## src/rtl/pipelined_addsub.sv

```systemverilog
// Pipelined adder/subtractor: the carry chain is cut into STAGES registered chunks,
// with a valid/ready handshake and carry/overflow/zero flags registered with the result.
module pipelined_addsub #(
   parameter int WIDTH  = 32,
   parameter int STAGES = 2
) (
   input  logic             clk,
   input  logic             reset,
   input  logic             in_valid,
   output logic             in_ready,
   input  logic [WIDTH-1:0] a,
   input  logic [WIDTH-1:0] b,
   input  logic             sub,
   input  logic             cin,
   output logic             out_valid,
   input  logic             out_ready,
   output logic [WIDTH-1:0] result,
   output logic             carry_out,
   output logic             overflow,
   output logic             zero
);

   localparam int CW = WIDTH / STAGES;
   localparam int L  = STAGES - 1;

   // Handshake: a transfer happens on an edge where valid && ready. The whole
   // pipeline moves together; it only freezes while a result sits unconsumed.
   logic adv;

   logic [STAGES-1:0] vld, s_c;
   logic [WIDTH-1:0]  s_sum [STAGES];
   logic [WIDTH-1:0]  s_a   [STAGES];
   logic [WIDTH-1:0]  s_b   [STAGES];

   logic [STAGES-1:0] src_v, src_c, n_c;
   logic [WIDTH-1:0]  src_sum [STAGES];
   logic [WIDTH-1:0]  src_a   [STAGES];
   logic [WIDTH-1:0]  src_b   [STAGES];
   logic [WIDTH-1:0]  n_sum   [STAGES];
   logic [CW:0]       part    [STAGES];

   logic ovf_q, zero_q, n_ovf, n_zero;

   assign adv      = !(out_valid && !out_ready);
   assign in_ready = adv;

   // Stage k's inputs: the ports for stage 0 (with b inverted for subtract), otherwise the previous stage registers.
   for (genvar k = 0; k < STAGES; k++) begin : g_src
      if (k == 0) begin : g_first
         assign src_v[k]   = in_valid;
         assign src_a[k]   = a;
         assign src_b[k]   = sub ? ~b : b;
         assign src_c[k]   = sub | cin;
         assign src_sum[k] = '0;
      end else begin : g_next
         assign src_v[k]   = vld[k-1];
         assign src_a[k]   = s_a[k-1];
         assign src_b[k]   = s_b[k-1];
         assign src_c[k]   = s_c[k-1];
         assign src_sum[k] = s_sum[k-1];
      end
   end

   always_comb begin
      for (int k = 0; k < STAGES; k++) begin
         part[k]  = {1'b0, src_a[k][k*CW +: CW]} + {1'b0, src_b[k][k*CW +: CW]}
                  + {{CW{1'b0}}, src_c[k]};
         n_c[k]   = part[k][CW];
         n_sum[k] = src_sum[k];
         n_sum[k][k*CW +: CW] = part[k][CW-1:0];
      end
   end

   assign n_zero = (n_sum[L] == '0);
   assign n_ovf  = (src_a[L][WIDTH-1] == src_b[L][WIDTH-1]) &&
                   (n_sum[L][WIDTH-1] != src_a[L][WIDTH-1]);

   always_ff @(posedge clk) begin
      if (reset) begin
         vld    <= '0;
         s_c    <= '0;
         ovf_q  <= 1'b0;
         zero_q <= 1'b0;
         for (int k = 0; k < STAGES; k++) begin
            s_sum[k] <= '0;
            s_a[k]   <= '0;
            s_b[k]   <= '0;
         end
      end else if (adv) begin
         vld    <= src_v;
         s_c    <= n_c;
         ovf_q  <= n_ovf;
         zero_q <= n_zero;
         for (int k = 0; k < STAGES; k++) begin
            s_sum[k] <= n_sum[k];
            s_a[k]   <= src_a[k];
            s_b[k]   <= src_b[k];
         end
      end
   end

   assign out_valid = vld[L];
   assign result    = s_sum[L];
   assign carry_out = s_c[L];
   assign overflow  = ovf_q;
   assign zero      = zero_q;

endmodule

```

## config.mk

```make
export PLATFORM = sky130hd
export DESIGN_NAME = pipelined_addsub
export DESIGN_NICKNAME = d
export VERILOG_FILES = /design/src/rtl/pipelined_addsub.sv
export SDC_FILE = /design/constraint.sdc
export NUM_CORES = 1
export LEC_CHECK = 0
export CAP_MARGIN = 20
export CORE_MARGIN = 5
export CORE_UTILIZATION = 40
export CTS_CLUSTER_SIZE = 10
export DETAILED_ROUTE_END_ITERATION = 7
export PLACE_DENSITY_LB_ADDON = 0.08
export SYNTH_ARGS = -nofsm -noshare
export SYNTH_HDL_FRONTEND = slang
export SYNTH_SLANG_ARGS = --single-unit
```

## constraint.sdc

```tcl
create_clock -name clk -period 4 [get_ports clk]
set_input_delay 0.4 -clock clk [delete_from_list [all_inputs] [get_ports clk]]
set_output_delay 0.4 -clock clk [all_outputs]
set_load 0.05 [all_outputs]
```

* Yosys cells after proc, flatten, opt, wreduce, memory -nomap -nowiden *
Memory sizes are Yosys's and may differ from the RTL's.
Index checks and enable logic that the tools add are counted.
W data, S select, Z words.

operators by class
  $add $sub $neg = 4
  $mul = 0
  div/mod/pow operators = 0
  magnitude comparators = 0
  eq/ne operators = 2
  shifts and indexed selects = 0
  mux-type cells = 12
  bitwise gates (word level) = 8
  reduce and logical (&&, ||, !) cells = 5

operators by type and width
  cell                 number
  $mux W32             7
  $add A16 B16 Y17     2
  $add A17 B1 Y17      2
  $logic_not A32 Y1    1
  $not A32 Y32         1
  $or A1 B1 Y1         7
  $mux W1              5
  $logic_and A1 B1 Y1  2
  $logic_not A1 Y1     2
  $eq A1 B1 Y1         1
  $ne A1 B1 Y1         1

storage, ports and cells
  bits in registers = 6
  latch bits = 0
  bits in writable memories = 192
  memory bits (read-only) = 0
  bits of input ports = 70
  output and inout bits = 37
  logic and storage cells = 38
  memories = 3

memories
  memory  depth  width  read ports  clocked after Yosys merged registers in  write ports  line  source
  s_a     2      32     1           0                                        2            32    logic [WIDTH-1:0] s_a [STAGES];
  s_b     2      32     1           0                                        2            33    logic [WIDTH-1:0] s_b [STAGES];
  s_sum   2      32     2           0                                        2            31    logic [WIDTH-1:0] s_sum [STAGES];

* Depth between registers and ports, before layout *
  depth in word-level cells = 6
  gate-level depth with buffers = 12
  mapped depth without buffers = 10

* Worst setup path after synthesis *
No wires, ideal clock.

  path type = in2reg
  start = in sub
  end = mem s_sum[0][14], data pin
  data arrival time = 3.192 ns
  setup slack = 0.538 ns
  cell stages on the path = 12
  buffers on the path = 2
  path through = clkbuf_1 -> clkbuf_1 -> xor2_1 -> fa_1 -> fa_1 -> a21o_1 -> a21o_1 -> a32oi_1 -> a211oi_1 -> nor3_1 -> or3_1 -> a21oi_1

RTL lines
  what                line  source
  start: declaration  13    input logic sub,
  end: declaration    31

==> impl_metrics.yaml <==
outcome:
  outcome: "finished, final reports clean"
cts:
  cts_resized: 0
  h-tree-depth: 3
  cts.sinks: 86
  cts_made_buffers: 9
  cts_hold_buf: 0
  clock_latency_ps: 340
  cts_tree: "done"
  clockBufferDepth: 2
  cts_setup_buffers: 0
  clk_pin_slew_ps: 70
  root_buffer: "clkbuf_16"
floorplanning:
  die_x_microns: 121
  dieArea_sq_um: 14800
  initial_core_util: 0.410
  coreArea_sq_um: 12100
  rows: 40
  die-height_microns: 121
  ios: 107
synthesis:
  yosysWarnings: 0
  synth_top_area_frac: 0.484
  synth_seq_cells: 86
  synth_top_area_cell: "edfxtp_1"
  netlist_instances: 446
  synthFlopType: "edfxtp_1"
  synth-edff-count: 80
  netlist-cell-type-count: 51
  async_flop_share: 0
  synthTopCellsByArea: "edfxtp_1 (48%), ha_1 (7.6%), and2_1 (5.3%)"
  netlist_area_sq_um: 4970
  syn_avg_cell_area_sq_um: 11.1
  ys_seq_area_frac: 0.508
  syn_nets: 550
timing:
  fin_crit_sh: 0.798
  rsz0062_at_grt: "no"
  min_period_ps: 3190
  hold_slack_ps: 467
  relSlewSlack: 0.494
  slew_violations: 0
  skew_ps: 7.50
  setup_viol: 0
  setup-tns-final_ps: 0
  worst_slew_pin_slew_ps: 759
  hold_viol_final: 0
  fmax_mhz: 313
placement:
  placed_cells: 713
  dpl_cell_area_sq_um: 6230
  io_buffers: 106
  place_congestion: 0.861
  dp_hpwl_microns: 8730
grt:
  grt_pass1_wl_microns: 18400
  use_met2: 0.235
  grt_pass1_vias: 3706
  use_met1: 0.235
  grt_max_degree: 53
  grt_use_total: 0.160
  grt_overflow: 0
  top_usage_layer: "met1"
  antenna_found_initial: 0
  grtUsageMet3: 0.0336
power_and_ir_drop:
  p_comb_frac: 0.283
  p_per_area_nw_per_um2: 441
  p_leak_nw: 2.59
  switching_share: 0.307
  vdd_ir_drop_max_mv: 0.239
  intPower_mw: 2.00
  net-switching-power_uw: 888
  p_total_mw: 2.89
  power.share.clock: 0.318
  seqPwrFrac: 0.399
worst_setup_path:
  r2r_cells: 9
  cp_slowest_cell: "fa_1"
  cp_data_required_time_ps: 4090
  path_class: "input port to register"
  worstPathCellList: "clkdlybuf4s50_1, or2_2, fa_1, fa_1, a21o_1, a21o_1, a32oi_1, a211oi_1, nor3_1, or3_1, a21oi_1"
  slowest_delay_ps: 420
  crit_path_start: "cin"
  r2r-end: "zero"
  cp_max_fo: 3
  worstSetupPathDepth: 11
  cp-start-kind: "input port"
  crit_end: "s_sum[0][14]"
  critPathArrivalTime_ps: 3280
  path_delay_family: "compound AO/OA/AOI/OAI gates"
  timing.critical_path.buf_inv: 1
  endpoint_kind: "register"
  r2r-start: "s_b[0][16]"
  rrSetupSlack_ps: 840
drt:
  ant_nets: 0
  firstDrtPassIters: 4
  wl_microns: 11200
  drc_errors: 0
  via_per_inst: 4.92
  drt_iter0_drc: 157
  wire_per_inst_microns: 15.3
  vias: 3589
finish:
  drive_gt1_frac: 0.0695
  regArea_sq_um: 2520
  multi_input_area_sq_um: 2360
  diodes: 0
  num-fill-cells: 1087
  design_area_sq_um: 6560
  syn2layout_area_growth_pct: 32.0
  final_common_cell: "clkdlybuf4s50_1"
  mostFrequentLayoutCells: "clkdlybuf4s50_1 (105), edfxtp_1 (80), nor2_1 (52), and2_1 (42), ha_1 (30)"
  final_nets: 660
  fin_cells: 729
run:
  drv_cap: 0
min_path:
  hold_class: "register to register"
cell usage after synthesis (all sizes together), types with 10 or more instances:
| library cell | n |
|---|---|
| edfxtp | 80 |
| nor2 | 53 |
| and2 | 42 |
| ha | 30 |
| xor2 | 27 |
| a21oi | 26 |
| xnor2 | 26 |
| nand2 | 21 |
| nand3 | 13 |
| o21ai | 12 |
| inv | 11 |
| clkbuf | 10 |
| nor3 | 10 |
logic make-up (layout without fill, tap and decap cells):
| family | count (synthesis) | after routing | share of synthesized area |
|---|---|---|---|
| AO/OA/AOI/OAI | 78 | 78 | 0.111 |
| adder cells (fa/ha/maj) | 34 | 34 | 0.0917 |
| AND/OR/NAND/NOR | 169 | 169 | 0.173 |
| multiplexers | 3 | 3 | 0.00604 |
| XOR/XNOR | 53 | 53 | 0.0934 |
| buffers and inverters | 23 | 138 | 0.0174 |
| flip-flops | 86 | 86 | 0.508 |
power groups by stage:
stage / registers [mW] / logic (mW) / clock network, mW
final: 1.15 / 0.818 / 0.917
after global routing: 1.17 / 0.892 / 0.969
after CTS: 1.16 / 0.822 / 0.929
after detailed placement: 1.18 / 0.819 / 0
after global placement: 1.18 / 0.814 / 0
after floorplan: 1.33 / 0.390 / 0
cell type report:
cell class	count	share of cell area
flip-flops and latches	86	0.385
clock inverters	7	0.0156
repair buffers	111	0.167
clock buffers	9	0.0343
well taps	168	0.0321
multi-input cells	337	0.360
inverters	11	0.00630
sequential cells by signal, summed over array words and instances, names as in the netlist:
signal,count
overflow,1
s_a,16
s_b,16
s_c,2
s_sum,48
vld,2
zero,1
worst min-delay path, stage by stage (launching register included):
cell and delay, ps:
dfxtp_1 310, nand2_1 50, o31ai_1 60
stage by stage:
stage	util	setup WS, ps
6_report	0.541	809
5_1_grt	0.541	503
3_5_place_dp	0.514	438
4_1_cts	0.541	782
2_1_floorplan	-	538
3_3_place_gp	0.514	548
metal layers:
| metal | vias up | share of wire |
|---|---|---|
| met5 | - | 0 |
| met4 | 0 | 0.015 |
| met3 | 14 | 0.047 |
| met2 | 98 | 0.42 |
| met1 | 1638 | 0.52 |
| li1 | 1839 | - |
worst min path at each step:
stage,startpoint,end,slack (ps),cells past startpoint
6_report,overflow,overflow,470,2
2_1_floorplan,vld[0],vld[0],430,2
3_3_place_gp,vld[0],vld[0],440,2
5_1_grt,zero,zero,490,2
4_1_cts,overflow,overflow,470,2
3_5_place_dp,overflow,overflow,460,2
Note: power is estimated with default switching activity, not from simulation.
